$ cat src/rtl/cdb_arbiter_pkg.sv
// Shared types and constants for the common data bus (CDB) arbiter.
// Holds:
//   - the result packet broadcast on the CDB;
//   - the bus geometry;
//   - a wrap-around index helper used by the round-robin scan.
package cdb_arbiter_pkg;

  localparam int NUM_CDB_SRC = 4;   // ALU0, ALU1, LSU, BRU
  localparam int CDB_W       = 2;   // lanes broadcast per cycle
  localparam int PHYS_W      = 6;   // physical register tag width
  localparam int ROB_W       = 6;   // ROB tag width
  localparam int FIFO_DEPTH  = 2;   // result buffer entries per source (power of 2)
  localparam int SRC_W       = $clog2(NUM_CDB_SRC);
  localparam int CNT_W       = $clog2(FIFO_DEPTH + 1);

  typedef enum logic [1:0] {
    SRC_ALU0 = 2'd0,
    SRC_ALU1 = 2'd1,
    SRC_LSU  = 2'd2,
    SRC_BRU  = 2'd3
  } cdb_src_e;

  typedef struct packed {
    logic [PHYS_W-1:0] tag;
    logic [63:0]       value;
    logic [ROB_W-1:0]  rob_tag;
  } cdb_pkt_t;

  localparam cdb_pkt_t CDB_PKT_ZERO = '{
    tag:     {PHYS_W{1'b0}},
    value:   64'h0,
    rob_tag: {ROB_W{1'b0}}
  };

  // Source index 'off' positions after 'base', wrapping modulo NUM_CDB_SRC.
  function automatic logic [SRC_W-1:0] src_step(input logic [SRC_W-1:0] base, input int off);
    int sum;
    sum = int'(base) + off;
    return SRC_W'(sum % NUM_CDB_SRC);
  endfunction

endpackage

$ cat src/rtl/cdb_arbiter_if.sv
// Handshake and broadcast bundle of the CDB arbiter.
// Modports:
//   - master: the execution-unit side driving src_* and observing src_ready and cdb_*.
//   - slave:  the arbiter side.
// Signals:
//   src_valid/src_ready      per-source valid/ready handshake
//   src_tag/value/rob_tag    per-source result payload
//   cdb_valid                per-lane broadcast valid
//   cdb_tag/value/rob_tag    per-lane broadcast payload
interface cdb_arbiter_if;
  import cdb_arbiter_pkg::*;

  logic [NUM_CDB_SRC-1:0]             src_valid;
  logic [NUM_CDB_SRC-1:0]             src_ready;
  logic [NUM_CDB_SRC-1:0][PHYS_W-1:0] src_tag;
  logic [NUM_CDB_SRC-1:0][63:0]       src_value;
  logic [NUM_CDB_SRC-1:0][ROB_W-1:0]  src_rob_tag;

  logic [CDB_W-1:0]                   cdb_valid;
  logic [CDB_W-1:0][PHYS_W-1:0]       cdb_tag;
  logic [CDB_W-1:0][63:0]             cdb_value;
  logic [CDB_W-1:0][ROB_W-1:0]        cdb_rob_tag;

  modport master (
    output src_valid, src_tag, src_value, src_rob_tag,
    input  src_ready, cdb_valid, cdb_tag, cdb_value, cdb_rob_tag
  );

  modport slave (
    input  src_valid, src_tag, src_value, src_rob_tag,
    output src_ready, cdb_valid, cdb_tag, cdb_value, cdb_rob_tag
  );

endinterface

$ cat src/rtl/cdb_arbiter_result_fifo.sv
// In-order result buffer for one execution-unit source.
// Ports:
//   clk, reset (sync, active-low), flush (sync, empties the buffer)
//   push, pkt_in   write a packet; ignored when full
//   pop            drop the head; ignored when empty
//   head           oldest packet (valid when !empty)
//   count, full, empty   occupancy status
module cdb_arbiter_result_fifo
  import cdb_arbiter_pkg::*;
#(
  parameter  int DEPTH = 2,
  localparam int CNT_W_L = $clog2(DEPTH + 1),
  localparam int PTR_W = (DEPTH > 1) ? $clog2(DEPTH) : 1
) (
  input  logic               clk,
  input  logic               reset,
  input  logic               flush,
  input  logic               push,
  input  cdb_pkt_t           pkt_in,
  input  logic               pop,
  output cdb_pkt_t           head,
  output logic [CNT_W_L-1:0] count,
  output logic               full,
  output logic               empty
);

  cdb_pkt_t           mem_r [DEPTH];
  logic [PTR_W-1:0]   wr_ptr_r;
  logic [PTR_W-1:0]   rd_ptr_r;
  logic [CNT_W_L-1:0] count_r;
  logic               push_s;
  logic               pop_s;

  assign full   = (count_r == CNT_W_L'(DEPTH));
  assign empty  = (count_r == {CNT_W_L{1'b0}});
  assign count  = count_r;
  assign head   = mem_r[rd_ptr_r];
  assign push_s = push & ~full;
  assign pop_s  = pop & ~empty;

  // Payload storage; a write dropped by flush is harmless because the pointers are cleared.
  always_ff @(posedge clk) begin
    if (push_s) begin
      mem_r[wr_ptr_r] <= pkt_in;
    end
  end

  // Pointers and occupancy; pointers wrap naturally because DEPTH is a power of two.
  always_ff @(posedge clk) begin
    if (!reset) begin
      wr_ptr_r <= {PTR_W{1'b0}};
      rd_ptr_r <= {PTR_W{1'b0}};
      count_r  <= {CNT_W_L{1'b0}};
    end else if (flush) begin
      wr_ptr_r <= {PTR_W{1'b0}};
      rd_ptr_r <= {PTR_W{1'b0}};
      count_r  <= {CNT_W_L{1'b0}};
    end else begin
      if (push_s) begin
        wr_ptr_r <= wr_ptr_r + PTR_W'(1);
      end
      if (pop_s) begin
        rd_ptr_r <= rd_ptr_r + PTR_W'(1);
      end
      case ({push_s, pop_s})
        2'b10:   count_r <= count_r + CNT_W_L'(1);
        2'b01:   count_r <= count_r - CNT_W_L'(1);
        default: count_r <= count_r;
      endcase
    end
  end

endmodule

$ cat src/rtl/cdb_arbiter.sv
// Common data bus arbiter.
// Buffers results from NUM_CDB_SRC execution units (one FIFO per source) and
// broadcasts up to CDB_W of them per cycle on registered cdb_* outputs.
// Grants are round-robin, starting the scan at rr_ptr.
// Ports:
//   clk    clock
//   reset  synchronous, active-low reset
//   flush  synchronous pipeline flush; empties all buffers, keeps rr_ptr
//   bus    cdb_arbiter_if.slave (src_* handshake in, cdb_* broadcast out)
module cdb_arbiter
  import cdb_arbiter_pkg::*;
(
  input  logic          clk,
  input  logic          reset,
  input  logic          flush,
  cdb_arbiter_if.slave  bus
);

  cdb_pkt_t               pkt_in_s  [NUM_CDB_SRC];
  cdb_pkt_t               head_s    [NUM_CDB_SRC];
  logic [CNT_W-1:0]       count_s   [NUM_CDB_SRC];
  logic [NUM_CDB_SRC-1:0] full_s;
  logic [NUM_CDB_SRC-1:0] empty_s;
  logic [NUM_CDB_SRC-1:0] push_s;
  logic [NUM_CDB_SRC-1:0] grant_s;
  logic [NUM_CDB_SRC-1:0] avail_s;
  logic [NUM_CDB_SRC-1:0] ready_s;
  logic [SRC_W-1:0]       scan_idx_s;
  logic [SRC_W-1:0]       lane_src_s [CDB_W];
  logic [CDB_W-1:0]       lane_vld_s;
  logic [SRC_W-1:0]       rr_next_s;

  logic [SRC_W-1:0]       rr_ptr_r;
  logic [CDB_W-1:0]       cdb_valid_r;
  cdb_pkt_t               lane_pkt_r [CDB_W];

  // Pack incoming payloads and derive ready from occupancy alone (not pop-aware).
  always_comb begin
    for (int i = 0; i < NUM_CDB_SRC; i++) begin
      pkt_in_s[i] = '{
        tag:     bus.src_tag[i],
        value:   bus.src_value[i],
        rob_tag: bus.src_rob_tag[i]
      };
      ready_s[i] = (count_s[i] != CNT_W'(FIFO_DEPTH));
    end
  end

  assign bus.src_ready = ready_s;
  assign push_s        = bus.src_valid & ~full_s;

  for (genvar i = 0; i < NUM_CDB_SRC; i++) begin : g_src
    cdb_arbiter_result_fifo #(
      .DEPTH (FIFO_DEPTH)
    ) u_fifo (
      .clk    (clk),
      .reset  (reset),
      .flush  (flush),
      .push   (push_s[i]),
      .pkt_in (pkt_in_s[i]),
      .pop    (grant_s[i]),
      .head   (head_s[i]),
      .count  (count_s[i]),
      .full   (full_s[i]),
      .empty  (empty_s[i])
    );
  end

  // Round-robin scan: each lane in turn takes the next non-empty, not yet granted
  // source in order rr_ptr, rr_ptr+1, ...
  // Lanes therefore fill from lane 0, and the pointer moves past the last source granted.
  always_comb begin
    avail_s    = ~empty_s;
    grant_s    = {NUM_CDB_SRC{1'b0}};
    lane_vld_s = {CDB_W{1'b0}};
    rr_next_s  = rr_ptr_r;
    scan_idx_s = {SRC_W{1'b0}};
    for (int k = 0; k < CDB_W; k++) begin
      lane_src_s[k] = {SRC_W{1'b0}};
      for (int j = 0; j < NUM_CDB_SRC; j++) begin
        scan_idx_s = src_step(rr_ptr_r, j);
        if (!lane_vld_s[k] && avail_s[scan_idx_s]) begin
          lane_vld_s[k]       = 1'b1;
          lane_src_s[k]       = scan_idx_s;
          avail_s[scan_idx_s] = 1'b0;
          grant_s[scan_idx_s] = 1'b1;
          rr_next_s           = src_step(scan_idx_s, 1);
        end else begin
          lane_vld_s[k] = lane_vld_s[k];
        end
      end
    end
  end

  // Broadcast registers and rr_ptr.
  // Flush drops valids but keeps rr_ptr.
  // Ungranted lanes keep their old payload.
  always_ff @(posedge clk) begin
    if (!reset) begin
      cdb_valid_r <= {CDB_W{1'b0}};
      rr_ptr_r    <= {SRC_W{1'b0}};
      for (int k = 0; k < CDB_W; k++) begin
        lane_pkt_r[k] <= CDB_PKT_ZERO;
      end
    end else if (flush) begin
      cdb_valid_r <= {CDB_W{1'b0}};
    end else begin
      cdb_valid_r <= lane_vld_s;
      rr_ptr_r    <= rr_next_s;
      for (int k = 0; k < CDB_W; k++) begin
        if (lane_vld_s[k]) begin
          lane_pkt_r[k] <= head_s[lane_src_s[k]];
        end
      end
    end
  end

  assign bus.cdb_valid = cdb_valid_r;

  // Unpack the lane registers onto the broadcast bus.
  always_comb begin
    for (int k = 0; k < CDB_W; k++) begin
      bus.cdb_tag[k]     = lane_pkt_r[k].tag;
      bus.cdb_value[k]   = lane_pkt_r[k].value;
      bus.cdb_rob_tag[k] = lane_pkt_r[k].rob_tag;
    end
  end

endmodule
$ cat src/flat_wrapper.sv
// flat-port wrapper written by rule: the top's interface ports become plain ports
module cdb_arbiter_flat import cdb_arbiter_pkg::*;
  (clk, reset, flush, bus_src_valid, bus_src_tag, bus_src_value, bus_src_rob_tag, bus_src_ready, bus_cdb_valid, bus_cdb_tag, bus_cdb_value, bus_cdb_rob_tag);
  cdb_arbiter_if bus_i ();
  input  logic clk;
  input  logic reset;
  input  logic flush;
  input wire logic [$bits(bus_i.src_valid)-1:0] bus_src_valid;
  input wire logic [$bits(bus_i.src_tag)-1:0] bus_src_tag;
  input wire logic [$bits(bus_i.src_value)-1:0] bus_src_value;
  input wire logic [$bits(bus_i.src_rob_tag)-1:0] bus_src_rob_tag;
  output wire logic [$bits(bus_i.src_ready)-1:0] bus_src_ready;
  output wire logic [$bits(bus_i.cdb_valid)-1:0] bus_cdb_valid;
  output wire logic [$bits(bus_i.cdb_tag)-1:0] bus_cdb_tag;
  output wire logic [$bits(bus_i.cdb_value)-1:0] bus_cdb_value;
  output wire logic [$bits(bus_i.cdb_rob_tag)-1:0] bus_cdb_rob_tag;
  assign bus_i.src_valid = bus_src_valid;
  assign bus_i.src_tag = bus_src_tag;
  assign bus_i.src_value = bus_src_value;
  assign bus_i.src_rob_tag = bus_src_rob_tag;
  assign bus_src_ready = bus_i.src_ready;
  assign bus_cdb_valid = bus_i.cdb_valid;
  assign bus_cdb_tag = bus_i.cdb_tag;
  assign bus_cdb_value = bus_i.cdb_value;
  assign bus_cdb_rob_tag = bus_i.cdb_rob_tag;
  cdb_arbiter u_core (.clk(clk), .reset(reset), .flush(flush), .bus(bus_i));
endmodule
$ cat config.mk
export PLATFORM = sky130hd
export DESIGN_NAME = cdb_arbiter_flat
export DESIGN_NICKNAME = d
export VERILOG_FILES = /design/src/rtl/cdb_arbiter_pkg.sv /design/src/rtl/cdb_arbiter_if.sv /design/src/rtl/cdb_arbiter_result_fifo.sv /design/src/rtl/cdb_arbiter.sv /design/src/flat_wrapper.sv
export SDC_FILE = /design/constraint.sdc
export NUM_CORES = 1
export LEC_CHECK = 0
export ABC_AREA = 1
export BUFFER_PORTS_ARGS = -buffer_cell sky130_fd_sc_hd__buf_2
export CAP_MARGIN = 30
export CELL_PAD_IN_SITES_DETAIL_PLACEMENT = 0
export CELL_PAD_IN_SITES_GLOBAL_PLACEMENT = 2
export CORE_MARGIN = 8
export CORE_UTILIZATION = 36
export DETAILED_ROUTE_END_ITERATION = 8
export PLACE_DENSITY_LB_ADDON = 0.1
export SYNTH_ARGS = -nofsm -noshare
export SYNTH_HDL_FRONTEND = slang
export SYNTH_SLANG_ARGS = --single-unit
export TNS_END_PERCENT = 20
$ cat constraint.sdc
create_clock -name clk -period 5.4 [get_ports clk]
set_input_delay 0.54 -clock clk [delete_from_list [all_inputs] [get_ports clk]]
set_output_delay 0.54 -clock clk [all_outputs]
set_load 0.02 [all_outputs]
# After elaboration in Yosys (flattened, before gate mapping)
# Memory sizes are Yosys's and may differ from the RTL's. A register that Yosys moved wholly into a read port is not among the register bits.
# Cells that the tools add are included.
# Widths: inputs -> output; s select.
dict set report totals {
  register_bits 20
  ramBits 760
  in_bits 311
  output_inout_bits 158
  wordCells 237
  memories 5
}
# memory words word_bits rd rd_clocked_by_memory_dff wr line_no
set mem_list {}
lappend mem_list {{u_core.g_src[0].u_fifo.mem_r} 2 76 1 1 1 cdb_arbiter_result_fifo.sv:27} ;# cdb_pkt_t mem_r [DEPTH];
lappend mem_list {{u_core.g_src[1].u_fifo.mem_r} 2 76 1 1 1 cdb_arbiter_result_fifo.sv:27}
lappend mem_list {{u_core.g_src[2].u_fifo.mem_r} 2 76 1 1 1 cdb_arbiter_result_fifo.sv:27}
lappend mem_list {{u_core.g_src[3].u_fifo.mem_r} 2 76 1 1 1 cdb_arbiter_result_fifo.sv:27}
lappend mem_list {u_core.lane_pkt_r 2 76 2 0 2 cdb_arbiter.sv:35} ;# cdb_pkt_t lane_pkt_r [CDB_W];
dict set report classes {
  addsub 22
  order_cmp 10
  n_eq_ne 16
  muxes 100
  bitwise 43
  reduce_logical 27
}
# op count
set op_table {}
lappend op_table {{$mux 76} 6}
lappend op_table {{$bmux 76 s2} 2}
lappend op_table {{$mux 4} 15}
lappend op_table {{$mux 1} 45}
lappend op_table {{$and 4x4->4} 8}
lappend op_table {{$mux 2} 16}
lappend op_table {{$or 4x4->4} 7}
lappend op_table {{$not 4->4} 6}
lappend op_table {{$add 2x1->2 const B} 8}
lappend op_table {{$bmux 1 s2} 8}
lappend op_table {{$eq 2x2->1 const B} 8}
lappend op_table {{$pmux 2 s2} 4}
lappend op_table {{$lt 2x3->1 const B} 4}
lappend op_table {{$logic_and 1x1->1} 10}
lappend op_table {{$not 1->1} 10}
lappend op_table {{$add 1x1->1 const B} 8}
lappend op_table {{$and 1x1->1} 8}
lappend op_table {{$demux 1 s2} 4}
lappend op_table {{$eq 2x1->1 const B} 4}
lappend op_table {{$ge 2x1->1 const B} 4}
lappend op_table {{$logic_not 2->1} 4}
lappend op_table {{$ne 2x2->1 const B} 4}
lappend op_table {{$reduce_bool 2->1} 4}
lappend op_table {{$reduce_bool 8->1} 1}
lappend op_table {{other kinds (8)} 20}

# Longest topological paths before layout
# Gate-level depths: netlist of the first run.
dict set report depth {
  ltp_word 39
  depth_mapped 37
  mapped_depth_nobuf 35
}

# Cells and area by module
# A second synthesis of the first run with hierarchy kept.
dict set report unflattened {
  cells_unflattened 2848
  hier_area_um2 35716.8
}
# module n_inst cells_per_inst area_each_um2
set by_module_without_submodules {}
lappend by_module_without_submodules {{cdb_arbiter_result_fifo (u_core.g_src[0].u_fifo ...)} 3 277 5890.6}
lappend by_module_without_submodules {cdb_arbiter 1 1741 12151.7}
lappend by_module_without_submodules {{cdb_arbiter_result_fifo (u_core.g_src[3].u_fifo)} 1 276 5893.2}

# Worst setup path before layout of the first run
# OpenSTA, ideal clock, no wires.
dict set report synth_path {
  path_kind {flip-flop to flip-flop}
  from {register u_core.rr_ptr_r[0]}
  to {memory u_core.lane_pkt_r[0][100] (netlist bit) (enable)}
  setup_time_ns 0.436
  arrival_ns 5.605
  t_required_ns 4.964
  path_slack_ns -0.641
  path_stages_with_launch 35
  path_buffers 6
  period_less_slack_ns 6.041
  path_cell_list {dfxtp_1 -> buf_4 -> inv_2 -> buf_2 -> buf_2 -> ha_1 -> buf_2 -> nand3_1 -> nand3_1 -> nand3_2 -> nand2_2 -> nor2_4 -> nand2_4 -> nand3_2 -> nand3_4 -> nand4_1 -> nand3_1 -> nand3_2 -> nand4_1 -> nand2_1 -> nand2_1 -> nand3_1 -> nand2_2 -> nand3_2 -> nand3_1 -> nand3_2 -> nand4_1 -> nand2_1 -> nand3_1 -> nand2_1 -> nand2_2 -> buf_2 -> buf_2 -> nand2_1 -> nand2_1}
}
# element line_no
set synth_rtl {}
lappend synth_rtl {{start: declaration} cdb_arbiter.sv:33} ;# logic [SRC_W-1:0] rr_ptr_r;
lappend synth_rtl {{start signal: assignment} cdb_arbiter.sv:101} ;# rr_ptr_r <= {SRC_W{1'b0}};
lappend synth_rtl {{start signal: assignment} cdb_arbiter.sv:109} ;# rr_ptr_r <= rr_next_s;
lappend synth_rtl {{end: declaration} cdb_arbiter.sv:35}

==> results of run 1 <==
layout make-up:
| type | instances | area share |
|---|---|---|
| clock inverter | 52 | 0.00974 |
| clock buffer | 102 | 0.0557 |
| tap | 1243 | 0.0384 |
| inverter | 51 | 0.00529 |
| sequential | 784 | 0.576 |
| antenna | 23 | 0.00142 |
| multi-input combinational | 1564 | 0.228 |
| timing repair buffer | 554 | 0.0855 |
timing repair:
action / CTS / global route
gates resized for setup: 0 / 2
endpoints found under the hold margin: 0 / 0
setup endpoints to repair: 0 / 11
flip-flops by register name, summed over array words and instances (netlist names), named ones only:
register	flops
u_core.bus.cdb_valid	2
u_core.g_src.u_fifo.count	8
u_core.g_src.u_fifo.mem_r	608
u_core.g_src.u_fifo.rd_ptr_r	4
u_core.g_src.u_fifo.wr_ptr_r	4
u_core.lane_pkt_r	152
u_core.rr_ptr_r	2
worst reg2reg max path: cells and delay by family (launching register included):
family,cells,cell delay (ns)
flops,1,0.37
simple gates,26,3.47
buf+inv,2,0.56
compound gates,1,0.10
logic make-up after synthesis:
kind of cell / count (synthesis) / share of synthesized area
simple gates: 901 / 0.121
flops: 784 / 0.699
compound gates: 349 / 0.0563
mux: 305 / 0.0916
buf+inv: 222 / 0.0288
fa+ha+maj: 8 / 0.00300
xor+xnor: 1 / 0.000488
layer usage:
metal,vias up,share of wire,wire length (um),track usage
li1,10500,-,-,-
met1,11600,0.40,48100,0.279
met2,963,0.50,59100,0.390
met3,218,0.069,8290,0.0523
met4,12,0.032,3820,0.0785
met5,-,0.00071,85,0
power groups by stage:
stage	Sequential, mW	Clock, mW	Combinational, mW
2_1_floorplan	8.72	0	6.92
3_3_place_gp	8.22	0	12.4
3_5_place_dp	8.22	0	12.5
4_1_cts	8.11	5.77	12.5
5_1_grt	8.12	5.99	13.5
6_report	8.07	5.62	12.5
per-stage QoR:
step | setup WS [ns] | power (mW) | util
floorplan | 0.0985 | 15.6 | -
global placement | 0.374 | 20.6 | 0.410
detailed placement | 0.374 | 20.7 | 0.411
CTS | 0.334 | 26.4 | 0.440
global route | 0.0204 | 27.6 | 0.440
finish | 0.597 | 26.2 | 0.441
how the worst max path moves through the flow:
stage	start	to	slack, ns	cells after the start
finish	u_core.rr_ptr_r[0]$_SDFFE_PN0P_	u_core.lane_pkt_r[0][132]$_SDFFCE_PN0P_	0.60	29
global route	u_core.rr_ptr_r[0]$_SDFFE_PN0P_	u_core.g_src[3].u_fifo.count[1]$_SDFFE_PP0P_	0.02	31
CTS	u_core.rr_ptr_r[1]$_SDFFE_PN0P_	u_core.g_src[1].u_fifo.count[1]$_SDFFE_PP0P_	0.33	29
detailed placement	u_core.rr_ptr_r[1]$_SDFFE_PN0P_	u_core.g_src[1].u_fifo.count[1]$_SDFFE_PP0P_	0.37	31
global placement	u_core.rr_ptr_r[1]$_SDFFE_PN0P_	u_core.g_src[3].u_fifo.count[1]$_SDFFE_PP0P_	0.37	29
floorplan	u_core.rr_ptr_r[0]$_SDFFE_PN0P_	u_core.lane_pkt_r[0][100]$_SDFFCE_PN0P_	0.1	34
cell usage in the layout, fill, tap and decap left out, types with 6 or more instances in the layout:
cell type	n
nand4_1	19
nor2_1	266
nand2_1	223
inv_1	39
nand3_2	15
o21ai_0	162
nand2_2	6
clkinv_2	17
clkbuf_16	88
clkinv_1	22
mux2i_1	304
nand3_1	336
nor2_4	9
nor3_1	8
buf_12	33
o22ai_1	77
edfxtp_1	760
buf_4	50
a21oi_1	100
clkbuf_1	14
dfxtp_1	19
inv_6	6
nand2_4	8
diode_2	23
ha_1	8
buf_2	468
==> metrics, run 1 <==
worst r2r path cells 29; largest incremental delay on the critical path 0.37 ns; Least-Margin Pin Slew 0.943 ns; min Tclk post-route 4.80 ns; Max-Cap Viols 0; Arrival @ worst endpoint 5.14 ns; CTS H-tree depth 3; overall die area 0.103 mm2; capture point of the worst reg-to-reg path u_core.lane_pkt_r[0][132]$_SDFFCE_PN0P_; Startpoint Class flip-flop; post-route design area 0.0405 mm2; count of TritonRoute iterations in the first routing pass 7; pin count of the biggest net entering global routing 77; reg2reg setup slack 0.60 ns; count of buffer and inverter cells on the critical path 2; total DRC errors in the routed layout 0; combinational cell fraction of total power 0.478; Pleak 14.6 nW; Post-Syn Area 0.0334 mm2; clock power share 0.215; count of hold-fix buffers inserted at cts 0; Hold Crit Depth 1; number of global-route vias before repair 24200; detailed-route wire length 119000 um; final global-route overflow total 0; drt initial violations 1914; final number of hold-violating endpoints 0; net switching power of the design 11.6 mW; count of flip-flops with a built-in enable after synthesis 760; worst-skew pair later-pin latency 0.66 ns; wire length of the first global-routing pass 170000 um; synthesized area divided by synthesized cell count 13.0 um2; path type of the worst setup path flip-flop to flip-flop; Max IR drop VDD 0.753 mV; Finish-stage setup viols 0; worst flop-to-flop path startpoint u_core.rr_ptr_r[0]$_SDFFE_PN0P_; cell accounting for the most synthesized area edfxtp_1; input/output buffers 468; final instance count without filler cells 4373; Final Cycle Share 0.889; Die X-Extent 320 um; post-CTS repair timing setup buffer count 0; number of warning messages in the yosys log 0; unrepaired setup endpoints after global routing false; post-route setup TNS 0 ns; final routed wire length divided by cell count 27.3 um; CTS Sinks 784; final weighted congestion in routability-driven placement 0.798; Rel. slew slack 0.370; worst-path fanout max 72; Power Density 648 mW/mm2; WP data required 5.74 ns; area of the multi-input gates 0.00921 mm2; placed cell count 4194; final-layout fill cell count 8419; dominant delay contributor by cell family on the critical path simple AND/OR/NAND/NOR gates; via density per instance 5.33; number of antenna violations at the first check in global routing 35; die height 320 um; Reg power frac 0.308; top-level I/O count 469; final max-slew violation count 0; internal power consumption 14.6 mW; most area-consuming cells after synthesis edfxtp_1 68%, mux2i_1 9.1%, nand3_1 5.0%; Synthesized Nets 2889; post-synthesis sequential area ratio 0.699; highest-delay cell along the critical path dfxtp_1; cell repeated most along the worst path nand3_1; Sequential cell area 0.0233 mm2; Clock Pin Slew Worst Setup and Hold Paths 0.06 ns; clock root buffer clkbuf_16; deepest clock path buffer count 3; achievable frequency 208 MHz; number of routed nets with antenna violations 0; number of flip-flops and latches in the synthesized netlist 784; Starting Density 0.363; HPWL after DPL 75600 um; Unique masters post-synth 37; fin nets 3361; layout cells sized above 1 0.238; TritonCTS clock tree done; endpoint kind of the worst setup timing path flip-flop; final setup skew 0.0254 ns; outcome completed; hold path startpoint bus_src_value[177]; vias post-DR 23300; placed instance area 0.0377 mm2; top-count cell post-synth edfxtp_1; Std-Cell Rows 111; Post-synth top cells 760 x edfxtp_1, 336 x nand3_1, 304 x mux2i_1; instance count of the mapped netlist 2570; endpoint of the worst hold path u_core.g_src[2].u_fifo.mem_r[1][55]$_DFFE_PP_; signed area change from the synthesized netlist to the final layout 21.3%; clock buffers created by TritonCTS 87; net switching fraction of the power 0.443; area inside the core boundary 0.0918 mm2; WHS 0.0648 ns; Most used DFF post-synth edfxtp_1; top cell type's share of synthesized area 0.684; min-delay worst type input pin to flip-flop; global routing usage summed across all routing layers 0.227; share of synthesized flip-flops with an asynchronous set or reset 0
No activity file was read; power rests on OpenSTA's default activity.
==> inputs of run 2 (changes only) <==
--- a/config.mk
+++ b/config.mk
@@ -14,6 +14,7 @@
 export CORE_UTILIZATION = 36
 export DETAILED_ROUTE_END_ITERATION = 8
 export PLACE_DENSITY_LB_ADDON = 0.1
+export REMOVE_ABC_BUFFERS = 1
 export SYNTH_ARGS = -nofsm -noshare
 export SYNTH_HDL_FRONTEND = slang
 export SYNTH_SLANG_ARGS = --single-unit
==> run 2 against run 1 <==
Compared with the run above: power grew 3.4%; sequential cell count is the same; non-clock buffer count grew 42; highest routed layer unchanged; critical endpoint is now u_core.g_src[2].u_fifo.count[1]$_SDFFE_PP0P_.
==> metrics, run 2 (same netlist as run 1, synthesis figures left out) <==
die height 320 um; outcome completed; total DRC errors in the routed layout 0; layout cells sized above 1 0.251; flip-flop count of the largest register, all copies and words added 608; final max-slew violation count 0; number of antenna violations at the first check in global routing 37; final setup skew 0.0245 ns; Std-Cell Rows 111; number of global-route vias before repair 24100; Starting Density 0.363; Max IR drop VDD 0.634 mV; fin nets 3403; Least-Margin Pin Slew 1.01 ns; HPWL after DPL 77900 um; unrepaired setup endpoints after global routing false; worst-skew pair later-pin latency 0.66 ns; WP data required 5.97 ns; input/output buffers 468; commonest cells after routing, fill and taps aside 760 x edfxtp_1, 468 x buf_2, 336 x nand3_1; sum of internal, switching and leakage power 27.1 mW; achievable frequency 207 MHz; top-level I/O count 469; final global-route overflow total 0; Clock Pin Slew Worst Setup and Hold Paths 0.07 ns; worst-path fanout max 8; clock root buffer clkbuf_16; count of TritonRoute iterations in the first routing pass 5; Rel. slew slack 0.327; Max-Cap Viols 0; Arrival @ worst endpoint 5.40 ns; drt initial violations 1944; post-cts resize count 0; Finish-stage setup viols 0; endpoint kind of the worst setup timing path flip-flop; final number of hold-violating endpoints 0; Pleak 14.9 nW; pin count of the biggest net entering global routing 81; Final Cycle Share 0.894; final-layout fill cell count 8465; CTS H-tree depth 3; WHS 0.0655 ns; number of routed nets with antenna violations 0; via density per instance 5.33; Power Density 662 mW/mm2; global routing usage summed across all routing layers 0.227; overall die area 0.103 mm2; area inside the core boundary 0.0918 mm2; Reg with most FFs u_core.g_src.u_fifo.mem_r; vias post-DR 23500; Die X-Extent 320 um; highest-delay cell along the critical path dfxtp_1; TritonCTS clock tree done; deepest clock path buffer count 3; detailed-route wire length 120000 um; final routed wire length divided by cell count 27.3 um; post-CTS repair timing setup buffer count 0; core utilization of the finished layout 0.446; clock buffers created by TritonCTS 87; commonest non-fill, non-tap cell in the layout edfxtp_1; signed area change from the synthesized netlist to the final layout 22.8%; CTS Sinks 784; min Tclk post-route 4.83 ns; Startpoint Class flip-flop; count of hold-fix buffers inserted at cts 0; wire length of the first global-routing pass 170000 um; final weighted congestion in routability-driven placement 0.773; path type of the worst setup path flip-flop to flip-flop; min-delay worst type input pin to flip-flop; largest incremental delay on the critical path 0.53 ns; post-route setup TNS 0 ns
[run 2: final timing paths]
kind,start,endpoint,slack [ns],cells past startpoint
worst max register to register,u_core.rr_ptr_r[1]$_SDFFE_PN0P_,u_core.g_src[2].u_fifo.count[1]$_SDFFE_PP0P_,0.57,31
worst min-delay path,bus_src_value[148],u_core.g_src[2].u_fifo.mem_r[0][26]$_DFFE_PP_,0.07,1
worst min register to register,u_core.g_src[1].u_fifo.rd_ptr_r$_SDFFE_PP0P_,u_core.g_src[1].u_fifo.rd_ptr_r$_SDFFE_PP0P_,0.50,2
worst max-delay path,u_core.rr_ptr_r[1]$_SDFFE_PN0P_,u_core.g_src[2].u_fifo.count[1]$_SDFFE_PP0P_,0.57,31
[run 2: per-layer routing]
metal  share of wire  GRT usage  vias to the layer above
li1                -          -                    10600
met1            0.42      0.288                    11700
met2            0.49      0.387                      933
met3           0.068     0.0524                      216
met4           0.027     0.0688                       20
met5          0.0011          0                        -
[run 2: area by class of cell]
class / count / area (um2) / area share
antenna: 14 / 35.0 / 0.000856
clock buffer: 107 / 2360 / 0.0576
clock inverter: 50 / 462 / 0.0113
inverter: 51 / 213 / 0.00519
multi-input combinational: 1564 / 9210 / 0.225
sequential: 784 / 23300 / 0.569
tap: 1243 / 1560 / 0.0380
timing repair buffer: 596 / 3790 / 0.0927
[run 2: critical path: cells and delay by family (launching register included)]
kind                       cells  cell delay (ns)
buffers and inverters          2             0.22
DFF                            1             0.53
adders and majority gates      2             0.68
AOI/OAI and AO/OA              2             0.34
and+or+nand+nor               25             3.00
[run 2: power by group]
group          total (mW)  switching [mW]  internal, mW  leakage, nW
sequential           8.08           0.366          7.72         7.54
clock                5.90            2.45          3.44         1.40
combinational        13.1            8.99          4.13         5.93
[run 2: per-stage QoR]
stage | instance area (um2) | std cells | worst slack, ns
after CTS | 40900 | 4395 | 0.511
after floorplan | 32600 | 2399 | -2.80
after global routing | 40900 | 4400 | 0.0210
final | 40900 | 4409 | 0.573
after detailed placement | 38100 | 4238 | 0.540
after global placement | 38100 | 4238 | 0.572
==> inputs of run 3 (changes only) <==
--- a/config.mk
+++ b/config.mk
@@ -11,10 +11,11 @@
 export CELL_PAD_IN_SITES_DETAIL_PLACEMENT = 0
 export CELL_PAD_IN_SITES_GLOBAL_PLACEMENT = 2
 export CORE_MARGIN = 8
-export CORE_UTILIZATION = 36
+export CORE_UTILIZATION = 39
 export DETAILED_ROUTE_END_ITERATION = 8
 export PLACE_DENSITY_LB_ADDON = 0.1
 export REMOVE_ABC_BUFFERS = 1
+export SLEW_MARGIN = 20
 export SYNTH_ARGS = -nofsm -noshare
 export SYNTH_HDL_FRONTEND = slang
 export SYNTH_SLANG_ARGS = --single-unit
==> constraint.sdc (replaced) <==
create_clock -name clk -period 5.51 [get_ports clk]
set_input_delay 0.551 -clock clk [delete_from_list [all_inputs] [get_ports clk]]
set_output_delay 0.551 -clock clk [all_outputs]
set_load 0.01 [all_outputs]
==> run 3 against run 2 <==
Compared with the run above: clock power hardly changed; highest routed layer unchanged; sequential cell count stayed put; via count is 0.24% higher; largest power group unchanged; sequential power is 2% lower; critical path type unchanged.
==> metrics, run 3 (same netlist as run 1, synthesis figures left out) <==
unrepaired setup endpoints after global routing false; signed area change from the synthesized netlist to the final layout 21.8%; placed cell count 4103; capture point of the worst reg-to-reg path u_core.g_src[2].u_fifo.count[1]$_SDFFE_PP0P_; HPWL after DPL 74200 um; area inside the core boundary 0.0850 mm2; CTS Sinks 784; reg2reg setup slack 0.60 ns; pin count of the biggest net entering global routing 89; Clock Pin Slew Worst Setup and Hold Paths 0.06 ns; clock root buffer clkbuf_16; Finish-stage setup viols 0; detailed-route wire length 118000 um; top-level I/O count 469; wire length of the first global-routing pass 168000 um; Startpoint Class flip-flop; clock buffers created by TritonCTS 88; global routing usage summed across all routing layers 0.242; largest incremental delay on the critical path 0.54 ns; highest-delay cell along the critical path dfxtp_1; post-CTS repair timing setup buffer count 0; Final Cycle Share 0.891; input/output buffers 468; post-cts resize count 0; Arrival @ worst endpoint 5.42 ns; commonest cells after routing, fill and taps aside 760 x edfxtp_1, 468 x buf_2, 336 x nand3_1; Std-Cell Rows 107; drt initial violations 2100; Rel. slew slack 0.357; final routed wire length divided by cell count 27.7 um; die height 308 um; final setup skew 0.0358 ns; via density per instance 5.50; Least-Margin Pin Slew 0.965 ns; vias post-DR 23500; outcome completed; post-route setup TNS 0 ns; Starting Density 0.392; final weighted congestion in routability-driven placement 0.780; endpoint kind of the worst setup timing path flip-flop; min Tclk post-route 4.91 ns; final max-slew violation count 0; layout cells sized above 1 0.241; Pleak 14.7 nW; final number of hold-violating endpoints 0; worst flop-to-flop path startpoint u_core.rr_ptr_r[1]$_SDFFE_PN0P_; final instance count without filler cells 4277; path type of the worst setup path flip-flop to flip-flop; count of hold-fix buffers inserted at cts 0; worst r2r path cells 32; Power Density 633 mW/mm2; deepest clock path buffer count 3; final global-route overflow total 0; Critical Path Source u_core.rr_ptr_r[1]$_SDFFE_PN0P_; count of TritonRoute iterations in the first routing pass 5; total DRC errors in the routed layout 0; achievable frequency 204 MHz; number of global-route vias before repair 24300; commonest non-fill, non-tap cell in the layout edfxtp_1; number of antenna violations at the first check in global routing 34; CTS H-tree depth 3; flip-flop count of the largest register, all copies and words added 608; TritonCTS clock tree done; Die X-Extent 308 um; worst-path fanout max 11; overall die area 0.0951 mm2; Max-Cap Viols 0; number of routed nets with antenna violations 0; CP Capture Point u_core.g_src[2].u_fifo.count[1]$_SDFFE_PP0P_; worst-skew pair later-pin latency 0.64 ns; fin nets 3369; min-delay worst type input pin to flip-flop; Reg with most FFs u_core.g_src.u_fifo.mem_r; Max IR drop VDD 0.826 mV; WP data required 6.02 ns
==> run 3: changes by cell type in the layout (fill, tap and decap cells not counted), sizes merged <==
cell      change
clkinv        +1
bufinv        +2
diode         -2
clkinvlp      -1
clkbuf        +4
inv           -2
buf          -35
==> run 3: power by group <==
group / internal (mW) / switching (mW) / total, mW
Clock: 3.49 / 2.40 / 5.89
Sequential: 7.56 / 0.368 / 7.93
Combinational: 3.55 / 8.36 / 11.9
Total: 14.6 / 11.1 / 25.7
==> run 3: how the worst min path moves through the flow <==
stage	startpoint	endpoint	slack [ns]	cells past startpoint
2_1_floorplan	u_core.g_src[3].u_fifo.rd_ptr_r$_SDFFE_PP0P_	flip-flop	0.46	2
3_3_place_gp	u_core.g_src[0].u_fifo.rd_ptr_r$_SDFFE_PP0P_	flip-flop	0.47	2
3_5_place_dp	u_core.g_src[3].u_fifo.rd_ptr_r$_SDFFE_PP0P_	flip-flop	0.49	2
4_1_cts	bus_src_value[232]	u_core.g_src[3].u_fifo.mem_r[0][46]$_DFFE_PP_	0.05	1
5_1_grt	bus_src_tag[18]	u_core.g_src[3].u_fifo.mem_r[1][70]$_DFFE_PP_	0.07	1
6_report	bus_src_value[63]	u_core.g_src[0].u_fifo.mem_r[1][69]$_DFFE_PP_	0.10	1
==> run 3: metrics by stage <==
stage / power [mW] / setup WS [ns] / utilization / hold slack [ns] / area [um2]
after detailed placement: 19.9 / 0.567 / 0.443 / 0.486 / 37700
after global routing: 27.1 / 0.0560 / 0.478 / 0.0735 / 40600
after CTS: 25.8 / 0.559 / 0.477 / 0.0546 / 40600
after floorplan: 14.4 / -2.69 / - / 0.465 / 32600
final: 25.7 / 0.600 / 0.478 / 0.102 / 40600
after global placement: 19.9 / 0.617 / 0.442 / 0.473 / 37600
==> run 3: area by class of cell <==
class                      count  area, um2
multi-input combinational   1564       9210
inverter                      51        210
sequential                   784      23300
clock buffer                 111       2380
tap                         1144       1430
antenna                       12       30.0
timing repair buffer         561       3530
fill                        7494      44400
clock inverter                50        524
==> run 3: routing by layer <==
metal,track usage,up-vias,wire length (um)
li1,-,10500,-
met1,0.312,11700,48200
met2,0.408,1075,57500
met3,0.0510,223,9600
met4,0.0758,24,3060
met5,0,-,167
==> run 3: critical path, delay by kind of cell, from the launching register on <==
family | cells | cell delay [ns]
and+or+nand+nor | 26 | 2.97
adders and majority gates | 2 | 0.67
DFF | 1 | 0.54
buffers and inverters | 3 | 0.41
AOI/OAI and AO/OA | 1 | 0.19
